### src/rtl/fp_add_pkg.sv
// ---------------------------------------------------------------------------
// fp_add_pkg
// Shared definitions for the floating-point adder controller.
//   - state_t      : controller state encoding (one state per datapath stage)
//   - stage_en_t   : bundle of the one-hot datapath stage enables
//   - EXP_W/FRA_W  : single-precision exponent and fraction widths
//   - LAT_*        : accept-to-out_valid latencies in cycles
//   - stage_enables: maps a state onto its stage enable bundle
// Optional feature macro used by the files importing this package:
//   FP_ADD_CTRL_PERF_EN (adds the performance counters to fp_add_ctrl)
// ---------------------------------------------------------------------------
package fp_add_pkg;

    localparam int EXP_W      = 8;
    localparam int FRA_W      = 23;

    localparam int LAT_NOM    = 5;
    localparam int LAT_RENORM = 7;
    localparam int LAT_ZERO   = 3;

    typedef enum logic [2:0] {
        IDLE   = 3'd0,
        ALIGN  = 3'd1,
        ADD    = 3'd2,
        NORM   = 3'd3,
        ROUND  = 3'd4,
        RENORM = 3'd5,
        DONE   = 3'd6
    } state_t;

    typedef struct packed {
        logic align;
        logic add;
        logic norm;
        logic round;
        logic renorm;
    } stage_en_t;

    // Each working state drives exactly its own stage enable; IDLE and DONE
    // leave the datapath untouched so the output register holds its result.
    function automatic stage_en_t stage_enables(input state_t s);
        stage_en_t e;
        e = '0;
        case (s)
            ALIGN:   e.align  = 1'b1;
            ADD:     e.add    = 1'b1;
            NORM:    e.norm   = 1'b1;
            ROUND:   e.round  = 1'b1;
            RENORM:  e.renorm = 1'b1;
            default: e = '0;
        endcase
        return e;
    endfunction

endpackage

### src/rtl/fp_add_perf_cnt.sv
// ---------------------------------------------------------------------------
// fp_add_perf_cnt
// Performance counters for the adder controller. Only instantiated when
// FP_ADD_CTRL_PERF_EN is defined.
// Ports:
//   clk           rising-edge clock
//   res           synchronous active-high reset, clears both counters
//   op_done       one-cycle strobe per completed hand-off (out_valid&&out_ready)
//   renorm_entry  one-cycle strobe on each entry into RENORM
//   op_count      completed operations, wraps 16'hFFFF -> 0
//   renorm_count  renormalization passes, wraps 16'hFFFF -> 0
// ---------------------------------------------------------------------------
module fp_add_perf_cnt (
    input  logic        clk,
    input  logic        res,
    input  logic        op_done,
    input  logic        renorm_entry,
    output logic [15:0] op_count,
    output logic [15:0] renorm_count
);

    // Completed-operation counter; natural 16-bit overflow gives the wrap.
    always_ff @(posedge clk) begin
        if (res) begin
            op_count <= 16'd0;
        end else if (op_done) begin
            op_count <= op_count + 16'd1;
        end
    end

    // Renormalization counter, bumped once per RENORM entry.
    always_ff @(posedge clk) begin
        if (res) begin
            renorm_count <= 16'd0;
        end else if (renorm_entry) begin
            renorm_count <= renorm_count + 16'd1;
        end
    end

endmodule

### src/rtl/fp_add_ctrl.sv
// ---------------------------------------------------------------------------
// fp_add_ctrl
// Sequencing controller for a single-precision floating-point adder datapath.
// Walks one operation through ALIGN, ADD, NORM, ROUND (and at most one
// RENORM/ROUND retry), then presents the result until the consumer takes it.
// Ports:
//   clk, res                   clock, synchronous active-high reset
//   in_valid / in_ready        operand hand-off (in_ready only in IDLE)
//   round_carry                rounding carry-out, looked at in ROUND only
//   exp_ovf                    exponent increment overflow, NORM/RENORM only
//   sum_zero                   zero mantissa sum, looked at in ADD only
//   en_align..en_renorm        one-hot datapath stage enables
//   out_valid / out_ready      result hand-off
//   overflow                   sticky exponent overflow for this operation
//   round_err                  rounding carried on both passes
//   op_count, renorm_count     only with FP_ADD_CTRL_PERF_EN defined
// Optional feature macro: FP_ADD_CTRL_PERF_EN
// ---------------------------------------------------------------------------
module fp_add_ctrl
    import fp_add_pkg::*;
(
    input  logic        clk,
    input  logic        res,
    input  logic        in_valid,
    output logic        in_ready,
    input  logic        round_carry,
    input  logic        exp_ovf,
    input  logic        sum_zero,
    output logic        en_align,
    output logic        en_add,
    output logic        en_norm,
    output logic        en_round,
    output logic        en_renorm,
    output logic        out_valid,
    input  logic        out_ready,
    output logic        overflow,
    output logic        round_err
`ifdef FP_ADD_CTRL_PERF_EN
    ,
    output logic [15:0] op_count,
    output logic [15:0] renorm_count
`endif
);

    state_t    state;
    state_t    state_next;
    stage_en_t stage_en;
    logic      accept;
    logic      pass_flag;
    logic      overflow_r;
    logic      round_err_r;

    assign accept = in_valid && in_ready;

    // Next-state logic. The pass flag distinguishes the first rounding pass
    // from the retry after RENORM, which caps rounding at two passes.
    always_comb begin
        state_next = state;
        case (state)
            IDLE: begin
                if (accept) begin
                    state_next = ALIGN;
                end
            end
            ALIGN: begin
                state_next = ADD;
            end
            ADD: begin
                if (sum_zero) begin
                    state_next = DONE;
                end else begin
                    state_next = NORM;
                end
            end
            NORM: begin
                state_next = ROUND;
            end
            ROUND: begin
                if (round_carry && !pass_flag) begin
                    state_next = RENORM;
                end else begin
                    state_next = DONE;
                end
            end
            RENORM: begin
                state_next = ROUND;
            end
            DONE: begin
                if (out_ready) begin
                    state_next = IDLE;
                end
            end
            default: begin
                state_next = IDLE;
            end
        endcase
    end

    // State register. Reset drops any in-flight operation straight to IDLE,
    // so no result is ever presented for it.
    always_ff @(posedge clk) begin
        if (res) begin
            state <= IDLE;
        end else begin
            state <= state_next;
        end
    end

    // Per-operation status. Everything clears when a new operation is taken;
    // otherwise overflow only ever sets, and a carry on the retry pass is
    // recorded as a rounding error instead of starting a third pass.
    always_ff @(posedge clk) begin
        if (res) begin
            pass_flag   <= 1'b0;
            overflow_r  <= 1'b0;
            round_err_r <= 1'b0;
        end else if (accept) begin
            pass_flag   <= 1'b0;
            overflow_r  <= 1'b0;
            round_err_r <= 1'b0;
        end else begin
            if ((state == NORM || state == RENORM) && exp_ovf) begin
                overflow_r <= 1'b1;
            end
            if (state == ROUND && round_carry) begin
                if (!pass_flag) begin
                    pass_flag <= 1'b1;
                end else begin
                    round_err_r <= 1'b1;
                end
            end
        end
    end

    // Moore outputs decoded purely from the current state, so they are
    // glitch-free and stay stable for the whole of DONE.
    always_comb begin
        stage_en  = stage_enables(state);
        in_ready  = (state == IDLE);
        out_valid = (state == DONE);
        en_align  = stage_en.align;
        en_add    = stage_en.add;
        en_norm   = stage_en.norm;
        en_round  = stage_en.round;
        en_renorm = stage_en.renorm;
        overflow  = overflow_r;
        round_err = round_err_r;
    end

`ifdef FP_ADD_CTRL_PERF_EN
    logic op_done;
    logic renorm_entry;

    // RENORM is only reachable from ROUND, so a ROUND->RENORM transition
    // marks each entry exactly once.
    always_comb begin
        op_done      = out_valid && out_ready;
        renorm_entry = (state == ROUND) && (state_next == RENORM);
    end

    fp_add_perf_cnt u_perf (
        .clk          (clk),
        .res          (res),
        .op_done      (op_done),
        .renorm_entry (renorm_entry),
        .op_count     (op_count),
        .renorm_count (renorm_count)
    );
`endif

endmodule

### config.mk
export PLATFORM = sky130hd
export DESIGN_NAME = fp_add_ctrl
export DESIGN_NICKNAME = d
export VERILOG_FILES = /design/src/rtl/fp_add_pkg.sv /design/src/rtl/fp_add_perf_cnt.sv /design/src/rtl/fp_add_ctrl.sv
export SDC_FILE = /design/constraint.sdc
export NUM_CORES = 1
export LEC_CHECK = 0
export CAP_MARGIN = 20
export CELL_PAD_IN_SITES_DETAIL_PLACEMENT = 1
export CELL_PAD_IN_SITES_GLOBAL_PLACEMENT = 1
export CORE_AREA = 3 3 40 42
export CTS_BUF_LIST = sky130_fd_sc_hd__clkbuf_16
export DETAILED_ROUTE_END_ITERATION = 7
export DIE_AREA = 0 0 43 45
export PLACE_DENSITY_LB_ADDON = 0.1
export SYNTH_ARGS = -nofsm -noshare
export SYNTH_HDL_FRONTEND = slang
export SYNTH_SLANG_ARGS = --single-unit
### constraint.sdc
create_clock -name clk -period 1.85 [get_ports clk]
set_clock_uncertainty 0.05 [all_clocks]
set_input_delay 0.2775 -clock clk [delete_from_list [all_inputs] [get_ports clk]]
set_output_delay 0.2775 -clock clk [all_outputs]
set_load 0.03 [all_outputs]
==> metrics.txt <==
n_diodes=0; Post-CTS Setup Bufs=0; drt pass-1 iters=2; Top FF cell, synth=dfxtp_1; Final Hold Fails=0; Nets=between 60 and 70; drt initial violations=1; combinational share of power=0.433; Post-DP Area=534 um^2; setup TNS=0 ns; first-pass GRT wire length=1990 um; Syn Nets=49; CP endpoint kind=output port; RR Endpoint=state[2]; Worst-path clk slew=0.03 ns; Arrival @ worst endpoint=1.42 ns; YS warnings=0; Synth Area in Adders=0; status=finished, final reports clean; DP HPWL=821 um; minimum clock period=1.74 ns; largest net degree at the start of global routing=10; hold buffers post-CTS=0; most common cell in the netlist=dfxtp_1; Die Y=roughly 45 um; post-CTS sizing=7; Reg2Reg Setup Slack=0.58 ns; htree depth=1; Worst Hold Class=register to register; starting density of the core=0.285; synth cell count leaders=dfxtp_1, nor2_1, nor3b_1; Worst Tran Pin Value=0.331 ns; Crit Path Class=register to output port; final setup fails=0; design area=601 um^2; Post-synth EDFFs=0; post-synthesis sequential area ratio=0.328; Hold Crit Depth=2; Mapped Area=367 um^2; mux contribution to synthesized area=0; routed wire length=1200 um; top cells by area, synth=dfxtp_1, nor3b_1, a2111oi_4; share of post-route cells with drive strength above 1=0.150; slew margin rel.=0.780; Max Cap Violations=0; worst hold slack=0.429 ns; Slew Viols, Final=0; CTS tree=yes; core area=1280 um^2; post-synthesis simple-gate area fraction=0.304; Final WS setup=0.106 ns; Num CTS Buffers=3; Synth Area per Inst=8.73 um^2; port bufs=15; FF-to-FF Start=state[0]; maximum fanout along the worst path=8; Max VDD drop=758 uV; # DRC=0; Avg Vias per Cell=just over 5; #FFs+latches synth=6; unrepaired setup endpoints after global routing=no; gpl congestion=0.751; Seq pwr share=0.204; antenna violations before repair=0; Die W=between 40 and 50 um; clk sinks=6; Synth Instances=42; FF-to-FF path depth=4; CP startpoint kind=register; PD cells=1610 nW/um^2; Pleak=0.253 nW; CP required=roughly 1.5 ns; vias in the first global route=426; GRT Resource Usage Total=0.147; largest family of logic cells by synthesized area=simple AND/OR/NAND/NOR gates; fin crit share=0.943; Hold Path Sink=round_err; Switch Pwr=0.000365 W; post-synth top area share=0.328; Area growth syn-to-layout=63.8%; Highest Clock Rate=0.573 GHz; CTS root buf=clkbuf_16; die area=1940 um^2; average wire per standard cell=between 15 and 20 um; filler instances=around 150; dpl ws=0.0162 ns; Routed Antenna Nets=0; Clk pwr share=0.363; vias post-DR=380; P_int=slightly above 0.0006 W; post-synthesis xor/xnor area fraction=0.0478; clock buffer depth=2; row count=13; Distinct cells, synth=26; area leader, netlist=dfxtp_1; Synth Area in Compound Gates=0.235; global route overflow=0; Hold Crit Start=round_err; FFs w/ async S/R, synth=0; worst-skew pair later-pin latency=between 0.2 and 0.25 ns; sw frac=0.377; I/O pin total=16
metrics by stage:
| step | instances | total power, W | utilization |
|---|---|---|---|
| after floorplan | 42 | 0.000497 | - |
| after global routing | 75 | 0.00103 | 0.467 |
| final | 75 | 0.000969 | 0.467 |
| after global placement | 72 | 0.000633 | 0.416 |
| after CTS | 75 | 0.000979 | 0.467 |
| after detailed placement | 72 | 0.000642 | 0.416 |
worst max path at each step:
stage,from,slack [ns],endpoint
after floorplan,state[0],0.19,en_align
after global placement,state[1],0.11,out_valid
after detailed placement,state[1],0.02,out_valid
after CTS,state[1],0.07,out_valid
after global routing,state[1],0.02,out_valid
final,state[1],0.11,out_valid
critical path: stages (launching register included):
cell,delay (ns)
dfxtp_1,0.41
inv_2,0.11
nor3b_1,0.23
dlygate4sd2_1,0.43
cells by family (layout without fill, tap and decap cells):
group                     count (synthesis)  count (layout)
AOI/OAI and AO/OA                        10              10
buffers and inverters                     5              23
xor gates and xnor gates                  2               2
DFF                                       6               6
and+or+nand+nor                          19              19
power by group through the flow:
stage | clock network [W] | registers (W) | logic (W)
2_1_floorplan | 0 | 0.000178 | 0.000319
3_3_place_gp | 0 | 0.000193 | 0.000440
3_5_place_dp | 0 | 0.000197 | 0.000445
4_1_cts | 0.000356 | 0.000198 | 0.000425
5_1_grt | 0.000373 | 0.000206 | 0.000454
6_report | 0.000352 | 0.000198 | 0.000419
sequential cells by signal, indices dropped and copies added, names as in the netlist:
name       count
pass_flag      1
overflow       1
round_err      1
state          3
final cells by class:
| class | count | area (um^2) | area share |
|---|---|---|---|
| Sequential cell | 6 | 120 | 0.200 |
| Tap cell | 15 | 18.8 | 0.0313 |
| Clock buffer | 3 | 75.1 | 0.125 |
| Multi-Input combinational cell | 31 | 215 | 0.358 |
| Timing Repair Buffer | 18 | 164 | 0.273 |
| Inverter | 2 | 7.51 | 0.0125 |
placed cells by master, fill, tap and decap left out:
cell	netlist	layout
nand2b_1	1	1
xor2_1	1	1
clkbuf_16	0	3
o21ai_0	1	1
or3_1	2	2
xnor2_1	1	1
nor3_1	2	2
a2111oi_4	1	1
buf_4	1	3
nand2_1	1	1
a21o_1	1	1
o31ai_1	1	1
dlygate4sd2_1	0	7
and3_1	1	1
clkdlybuf4s50_1	0	8
nor2_1	5	5
nor2b_1	1	1
a21oi_1	2	2
nor3b_1	4	4
inv_2	1	1
inv_1	1	1
a31oi_1	2	2
o21bai_1	1	1
nand3_1	1	1
and4bb_2	1	1
dfxtp_1	6	6
o31a_1	1	1
routing by layer:
metal | track usage | up-vias | wire (um)
li1 | - | 188 | -
met1 | 0.163 | 181 | 486
met2 | 0.249 | 8 | 639
met3 | 0.0558 | 3 | 51
met4 | 0.0723 | 0 | 20
met5 | 0 | - | 0
No activity file was read; power rests on OpenSTA's default activity.
